[config.mk]
export PLATFORM = sky130hd
export DESIGN_NAME = sqrt_bcd_fmt_flat
export DESIGN_NICKNAME = d
export VERILOG_FILES = /design/src/rtl/sqrt_pkg.sv /design/src/rtl/sqrt_bcd_fmt_if.sv /design/src/rtl/bcd_add3.sv /design/src/rtl/sqrt_bcd_fmt.sv /design/src/flat_wrapper.sv
export SDC_FILE = /design/constraint.sdc
export NUM_CORES = 1
export LEC_CHECK = 0
export ABC_CLOCK_PERIOD_IN_PS = 3300
export BUFFER_PORTS_ARGS = -buffer_cell sky130_fd_sc_hd__buf_2
export CAP_MARGIN = 20
export CORE_MARGIN = 2
export CORE_UTILIZATION = 40
export CTS_CLUSTER_SIZE = 10
export DETAILED_ROUTE_END_ITERATION = 8
export SYNTH_ARGS = -nofsm -noshare
export SYNTH_HDL_FRONTEND = slang
export SYNTH_SLANG_ARGS = --single-unit
[constraint.sdc]
create_clock -name CLK -period 3.3 [get_ports CLK]
set_input_delay 0.66 -clock CLK [delete_from_list [all_inputs] [get_ports CLK]]
set_output_delay 0.66 -clock CLK [all_outputs]
set_load 0.03 [all_outputs]
[src/rtl/sqrt_pkg.sv]
// Shared constants and FSM encoding for the SQRT result formatter.
// Latency: n/a (declarations only).
// Backpressure: n/a.
package sqrt_pkg;

    localparam int Q_INT_W         = 8;
    localparam int Q_FRAC_W        = 8;
    localparam int Q_W             = Q_INT_W + Q_FRAC_W;
    localparam int BCD_INT_DIGITS  = 3;
    localparam int BCD_FRAC_DIGITS = 2;
    localparam int BCD_INT_W       = 4 * BCD_INT_DIGITS;
    localparam int BCD_FRAC_W      = 4 * BCD_FRAC_DIGITS;
    localparam int INT_STEPS       = 8;
    localparam int FRAC_STEPS      = 2;

    typedef enum logic [1:0] {
        IDLE,
        INT,
        FRAC,
        FIN
    } fmt_state_t;

endpackage

[src/rtl/sqrt_bcd_fmt_if.sv]
// Request/result bundle between the SQRT unit and the BCD formatter.
// Latency: n/a (wires only).
// Backpressure: START is only honoured while BUSY is low.
interface sqrt_bcd_fmt_if;
    import sqrt_pkg::*;

    logic                  START;
    logic [Q_W-1:0]        DATA_IN;
    logic                  BUSY;
    logic                  DONE;
    logic [BCD_INT_W-1:0]  BCD_INT;
    logic [BCD_FRAC_W-1:0] BCD_FRAC;

    modport master (
        output START, DATA_IN,
        input  BUSY, DONE, BCD_INT, BCD_FRAC
    );

    modport slave (
        input  START, DATA_IN,
        output BUSY, DONE, BCD_INT, BCD_FRAC
    );

endinterface

[src/rtl/bcd_add3.sv]
// Double-dabble digit correction: a nibble of 5 or more gets +3 before the shift.
// Latency: combinational.
// Backpressure: none.
module bcd_add3 (
    input  logic [3:0] din,
    output logic [3:0] dout
);

    // correct one BCD digit so the following left shift carries at ten
    always_comb begin
        dout = (din >= 4'd5) ? (din + 4'd3) : din;
    end

endmodule

[src/rtl/sqrt_bcd_fmt.sv]
// Converts an unsigned Q8.8 value into 3 integer + 2 truncated fraction BCD digits.
// Latency: DONE 11 cycles after the accepting edge; one conversion per 12 cycles.
// Backpressure: START is ignored while BUSY; results hold until the next completion.
module sqrt_bcd_fmt
    import sqrt_pkg::*;
(
    input  logic           CLK,
    input  logic           RST,
    sqrt_bcd_fmt_if.slave  bus
);

    fmt_state_t            state;
    fmt_state_t            state_nxt;
    logic [2:0]            step_cnt;
    logic [Q_INT_W-1:0]    int_sr;
    logic [Q_FRAC_W-1:0]   frac_r;
    logic [BCD_INT_W-1:0]  bcd_acc;
    logic [BCD_INT_W-1:0]  bcd_adj;
    logic [BCD_FRAC_W-1:0] frac_bcd;
    logic [11:0]           frac_x10;
    logic                  last_int;
    logic                  last_frac;

    // one +3 corrector per integer digit of the accumulator
    for (genvar d = 0; d < BCD_INT_DIGITS; d++) begin : g_add3
        bcd_add3 u_add3 (
            .din  (bcd_acc[4*d +: 4]),
            .dout (bcd_adj[4*d +: 4])
        );
    end

    // fraction times ten by shift-add; the top nibble is the next decimal digit
    always_comb begin
        frac_x10  = ({4'd0, frac_r} << 3) + ({4'd0, frac_r} << 1);
        last_int  = (step_cnt == 3'(INT_STEPS - 1));
        last_frac = (step_cnt == 3'(FRAC_STEPS - 1));
    end

    // state register
    always_ff @(posedge CLK or posedge RST) begin
        if (RST) begin
            state <= IDLE;
        end else begin
            state <= state_nxt;
        end
    end

    // next-state: fixed walk IDLE -> INT x8 -> FRAC x2 -> FIN -> IDLE
    always_comb begin
        state_nxt = state;
        case (state)
            IDLE:    if (bus.START) state_nxt = INT;
            INT:     if (last_int)  state_nxt = FRAC;
            FRAC:    if (last_frac) state_nxt = FIN;
            FIN:     state_nxt = IDLE;
            default: state_nxt = IDLE;
        endcase
    end

    // datapath, step counter and registered outputs
    always_ff @(posedge CLK or posedge RST) begin
        if (RST) begin
            step_cnt     <= '0;
            int_sr       <= '0;
            frac_r       <= '0;
            bcd_acc      <= '0;
            frac_bcd     <= '0;
            bus.BUSY     <= 1'b0;
            bus.DONE     <= 1'b0;
            bus.BCD_INT  <= '0;
            bus.BCD_FRAC <= '0;
        end else begin
            bus.DONE <= (state == FIN);
            case (state)
                IDLE: begin
                    if (bus.START) begin
                        int_sr   <= bus.DATA_IN[Q_W-1:Q_FRAC_W];
                        frac_r   <= bus.DATA_IN[Q_FRAC_W-1:0];
                        bcd_acc  <= '0;
                        frac_bcd <= '0;
                        step_cnt <= '0;
                        bus.BUSY <= 1'b1;
                    end
                end
                INT: begin
                    {bcd_acc, int_sr} <= {bcd_adj, int_sr} << 1;
                    step_cnt <= last_int ? 3'd0 : (step_cnt + 3'd1);
                end
                FRAC: begin
                    frac_bcd <= {frac_bcd[3:0], frac_x10[11:8]};
                    frac_r   <= frac_x10[7:0];
                    step_cnt <= step_cnt + 3'd1;
                end
                FIN: begin
                    bus.BCD_INT  <= bcd_acc;
                    bus.BCD_FRAC <= frac_bcd;
                    bus.BUSY     <= 1'b0;
                end
                default: ;
            endcase
        end
    end

endmodule

[src/flat_wrapper.sv]
// flat-port wrapper written by rule: the top's interface ports become plain ports
module sqrt_bcd_fmt_flat import sqrt_pkg::*;
  (CLK, RST, bus_START, bus_DATA_IN, bus_BUSY, bus_DONE, bus_BCD_INT, bus_BCD_FRAC);
  sqrt_bcd_fmt_if bus_i ();
  input  logic CLK;
  input  logic RST;
  input wire logic [$bits(bus_i.START)-1:0] bus_START;
  input wire logic [$bits(bus_i.DATA_IN)-1:0] bus_DATA_IN;
  output wire logic [$bits(bus_i.BUSY)-1:0] bus_BUSY;
  output wire logic [$bits(bus_i.DONE)-1:0] bus_DONE;
  output wire logic [$bits(bus_i.BCD_INT)-1:0] bus_BCD_INT;
  output wire logic [$bits(bus_i.BCD_FRAC)-1:0] bus_BCD_FRAC;
  assign bus_i.START = bus_START;
  assign bus_i.DATA_IN = bus_DATA_IN;
  assign bus_BUSY = bus_i.BUSY;
  assign bus_DONE = bus_i.DONE;
  assign bus_BCD_INT = bus_i.BCD_INT;
  assign bus_BCD_FRAC = bus_i.BCD_FRAC;
  sqrt_bcd_fmt u_core (.CLK(CLK), .RST(RST), .bus(bus_i));
endmodule
# Yosys cells after proc, flatten, opt, wreduce, memory -nomap -nowiden
# Cells that the tools add are included.
# totals
regBits	63
latch_bits	0
ramBits	0
rom_bits	0
input_bits	19
output_inout_bits	22
word_cells	56
memories	0
# op_classes
add_sub_neg	5
multipliers	0
div_mod_pow	0
order_cmp	3
n_eq_ne	8
n_shift	0
n_mux	20
bitwise	0
n_reduce_logical	10
# op_table
operator	count
$pmux 8 s2	3
$mux 8	3
$pmux 12 s2	1
$add 11x9->12	1
$ge 4x3->1 const B	3
$mux 12	1
$mux 3	3
$pmux 3 s3	1
$add 4x2->4 const B	2
$mux 4	2
$pmux 2 s4	1
$reduce_and 2->1	4
$mux 2	3
$reduce_bool 2->1	3
$eq 2x2->1 const B	2
$ne 2x1->1 const B	2
$add 3x1->3 const B	1
$add 3x2->3 const B	1
$eq 3x1->1 const B	1
$eq 3x3->1 const B	1
$reduce_and 3->1	1
$reduce_bool 3->1	1
$eq 2x1->1 const B	1
$logic_not 2->1	1
other kinds (3)	3

# Depth between registers and ports, before layout
# logic_depth
depth_word	3
ltp_mapped	8
depth_no_buf	6

# Modules after synthesis
# Synthesis repeated with hierarchy kept, for this count alone.
# unflattened
hier_cells	295
area_unflattened_um2	3215.6
# modules_own_cells
mod	n_inst	cells_each	area_each_um2	seq_area_each_um2
sqrt_bcd_fmt	1	247	2911.5	1576.5
bcd_add3	3	16	101.3	0.0

# Least setup slack after synthesis
# OpenSTA, ideal clock, no wires.
# synth_timing
path_kind	flip-flop to flip-flop
from	register u_core.frac_r[0]
to	register u_core.frac_bcd[1]
setup_time_ns	0.122
arrival_ns	1.780
required_ns	3.178
path_slack_ns	1.398
stages_incl_launch_ff	7
n_path_buf	0
synth_period_minus_slack_ns	1.902
path_cell_list	dfrtp_1 > ha_1 > fa_1 > nand3_1 > a21boi_1 > or3_1 > a32o_1
# synth_between
elab_chain_len	2
# synth_rtl
item	line_no	text
start: declaration	sqrt_bcd_fmt.sv:16	logic [Q_FRAC_W-1:0] frac_r;
start signal: assignment	sqrt_bcd_fmt.sv:78	frac_r <= bus.DATA_IN[Q_FRAC_W-1:0];
start signal: assignment	sqrt_bcd_fmt.sv:91	frac_r <= frac_x10[7:0];
$add 11x9->12	sqrt_bcd_fmt.sv:34	frac_x10 = ({4'd0, frac_r} << 3) + ({4'd0, frac_r} << 1);
$pmux 8 s2	sqrt_bcd_fmt.sv:74	case (state)
end signal: assignment	sqrt_bcd_fmt.sv:90	frac_bcd <= {frac_bcd[3:0], frac_x10[11:8]};
end: declaration	sqrt_bcd_fmt.sv:19	logic [BCD_FRAC_W-1:0] frac_bcd;
# No other way between the ends.
# A chain may end at the register's enable or synchronous reset.

# Worst setup path after layout
# layout_timing
from	register u_core.state[0]
to	register u_core.bcd_acc[7]
# layout_between
elab_chain_len	3
elab_cells_between_ends	6
cone_classes	2 x eq/ne; 1 x mux; 3 x reduce/logical
# layout_rtl
item	line_no	text
start: declaration	sqrt_bcd_fmt.sv:12	fmt_state_t state;
start signal: assignment	sqrt_bcd_fmt.sv:44	state <= state_nxt;
$eq 2x1->1 or $logic_not 2->1 (tied branches)	sqrt_bcd_fmt.sv:74	
$reduce_bool 2->1 (no source line) or $ne 2x2->1 (tied branches)	--	
$reduce_and 2->1 (no source line)	--	
end signal: assignment	sqrt_bcd_fmt.sv:86	{bcd_acc, int_sr} <= {bcd_adj, int_sr} << 1;
end: declaration	sqrt_bcd_fmt.sv:17	logic [BCD_INT_W-1:0] bcd_acc;
# Parallel ways exist; a longest one is shown, timed or not.

==> impl_results.md <==
* Status: finished clean
* Die ar. at 8550 µm²
* Post-synth top area share at 0.504
* Most frequent cells in the layout: dfrtp_1 (63), buf_2 (40), nand2_1 (35)
* Final Setup Violations at 0
* HPWL Detailed at 4.15 mm
* CP Max Fanout at 14
* Post-Route WL at 5.89 mm
* Global route overflow at 0
* Critical path launch point type: register
* Vias in the first global route at 2,167
* Clk root buf: clkbuf_8
* Footprint of the multi-input gates at 1460 µm²
* CTS HTree Levels at 3
* Commonest non-fill, non-tap cell in the layout: dfrtp_1
* PortBufs at 40
* Fillers at 731
* Worst hold slack at 0.441 ns
* Worst Path Required at 3.58 ns
* Fin. Hold Viols at 0
* R2r startpoint: u_core.state[0]$_DFFE_PP0P_
* Sequential cell area at 1580 µm²
* Worst-path clk slew at 0.07 ns
* DRT Pass-1 Iters at 4
* Finished Cell Area at 3630 µm²
* Critical Path Slowest Stage Cell: nand2b_1
* Worst setup path class: reg -> reg
* RSZ-0062 raised after global routing: false
* Total Power at 3.64 mW
* Setup_tns at 0 ns
* Primary FF master, synth: dfrtp_1
* Drt drc at 0
* HP Class: in -> async
* Share of post-route cells with drive strength above 1 at 0.265
* Die width at 92.5 µm
* Number of DRC markers in iteration 0 at 99
* Layout Utilization at 0.474
* Cells after Synth at 278
* DR WL/cell at 13.7 µm
* Clk buf depth at 2
* DR vias at 2,215
* Drt via density at 5.15
* Worst-Margin Slew at 0.962 ns
* Seq cells post-synth at 63
* Largest net degree at the start of global routing at 37
* GPL Wtd Cong at 0.805
* Antenna violations before repair at 0
* Global-route wire length before repair at 10.4 mm
* CP cell instances: inv_1 -> ha_1 -> nand2b_1 -> nand2_1 -> o31ai_1 -> a32o_1
* Yosys Warn Count at 0
* Total track usage at 0.153
* PwrDens at 1000 nW/µm²
* IO Pins at 41
* Worst r2r dst: u_core.bcd_acc[7]$_DFFE_PP0P_
* Worst slew margin at 0.359
* Net Count, Synth at 317
* Ant. Diodes at 0
* P_leak at 1.78 nW
* Clock latency on the worst-skew pair at 0.34 ns
* Worst reg-to-reg path cell count at 6
* CTS buffer count at 9
* Setup crit end kind: register
* Max VDD drop at 0.466 mV
* Setup Buffers After CTS at 0
* Crit-path max cell delay at 0.44 ns
* Cell row count at 32
* Max-capacitance violation count at 0
* Critical path endpoint: u_core.bcd_acc[7]$_DFFE_PP0P_
* Die Span Y at 92.5 µm
* FF-to-FF setup slack at 1.17 ns
* Yosys cell types at 49
* Routed Antenna Nets at 0
* Final period utilization at 0.646
* Max-slew violations at 0
* Post-synth EDFFs at 0
* Synthesized area per cell at 11.3 µm²
* Placed cell area at 3440 µm²
* Synth area leader: dfrtp_1
* WP data arrival at 2.41 ns
* Layout area overhead at 15.9%
* Synth Cell Area at 3130 µm²
* Initial Utilization at 0.409
* CTS tree: done
* Seq/Total Area, Yosys at 0.504
* Peak Freq at 469 MHz
* Nets at 362
* Skew final at 0.00633 ns
* Ys async rst share at 1.00
* Cells resized by post-CTS repair at 0
* CTS hold repair buffers at 0
* Core box area at 7650 µm²
* Tmin final at 2.13 ns
* Top post-synthesis cells by area: dfrtp_1 (50%), ha_1 (7.6%), mux2_2 (7.2%)
* Clock Sink Count at 63
* Critical Path Start: u_core.state[0]$_DFFE_PP0P_
[Yosys cell counts, drive strengths merged (2+ instances only)]
cell type	instances
a211o	2
a211oi	3
a21o	2
a21oi	7
a22o	3
a32o	5
buf	10
dfrtp	63
ha	19
inv	12
mux2	22
mux2i	15
nand2	35
nand2b	6
nand3	7
nor2	2
nor2b	2
nor3b	3
o2111ai	2
o211ai	2
o21a	2
o21ai	25
o22ai	4
o31ai	4
xnor2	4
[routing by layer]
layer / vias up / share of wire / GRT usage
li1: 1097 / - / -
met1: 1064 / 0.51 / 0.221
met2: 44 / 0.44 / 0.222
met3: 10 / 0.037 / 0.0301
met4: 0 / 0.015 / 0.0721
met5: - / 0 / 0
[how the worst min path moves through the flow]
stage / start / end / slack [ns]
2_1_floorplan: u_core.frac_bcd[4]$_DFFE_PP0P_ / u_core.frac_bcd[4]$_DFFE_PP0P_ / 0.43
3_3_place_gp: u_core.frac_bcd[7]$_DFFE_PP0P_ / u_core.frac_bcd[7]$_DFFE_PP0P_ / 0.45
3_5_place_dp: u_core.frac_bcd[5]$_DFFE_PP0P_ / u_core.frac_bcd[5]$_DFFE_PP0P_ / 0.45
4_1_cts: RST / u_core.int_sr[6]$_DFFE_PP0P_ / 0.46
5_1_grt: RST / u_core.int_sr[6]$_DFFE_PP0P_ / 0.50
6_report: RST / u_core.int_sr[6]$_DFFE_PP0P_ / 0.44
[cells by family (layout without fill, tap and decap cells)]
logic type | count (synthesis) | after routing | synth area share
AOI/OAI and AO/OA | 68 | 68 | 0.146
DFF | 63 | 63 | 0.504
and+or+nand+nor | 62 | 62 | 0.0947
muxes | 37 | 37 | 0.128
buffers and inverters | 23 | 73 | 0.0312
adders and majority gates | 20 | 20 | 0.0823
xor gates and xnor gates | 5 | 5 | 0.0140
[sequential cells by signal (all words and copies together), names as in the netlist]
signal and cells:
u_core.bus.BCD_FRAC 8, u_core.frac_bcd 8, u_core.bus.DONE 1, u_core.step_cnt 3, u_core.state 2, u_core.int_sr 8
u_core.frac_r 8, u_core.bcd_acc 12, u_core.bus.BCD_INT 12, u_core.bus.BUSY 1
[power breakdown]
part	switching [mW]	internal, mW	total, mW
combinational	1.03	0.731	1.76
sequential	0.209	1.06	1.27
clock	0.304	0.310	0.614
total	1.54	2.10	3.64
[critical path, delay by kind of cell, from the launching register on]
| kind | cells | cell delay, ns |
|---|---|---|
| buffers and inverters | 1 | 0.09 |
| adders and majority gates | 1 | 0.32 |
| and+or+nand+nor | 2 | 0.80 |
| AOI/OAI and AO/OA | 2 | 0.46 |
| DFF | 1 | 0.41 |
[stage by stage]
stage | instances | worst slack [ns]
after global routing | 430 | 0.892
final | 430 | 1.17
after detailed placement | 414 | 1.16
after global placement | 414 | 1.21
after floorplan | 278 | 1.07
after CTS | 430 | 1.15
[final cells by class]
type / count / share of cell area
Tap cell: 102 / 0.0352
Inverter: 12 / 0.0124
Multi-Input combinational cell: 192 / 0.402
Clock buffer: 11 / 0.0417
Clock inverter: 5 / 0.00897
Sequential cell: 63 / 0.435
Timing Repair Buffer: 45 / 0.0655
Power figures use the tool's default switching activity.
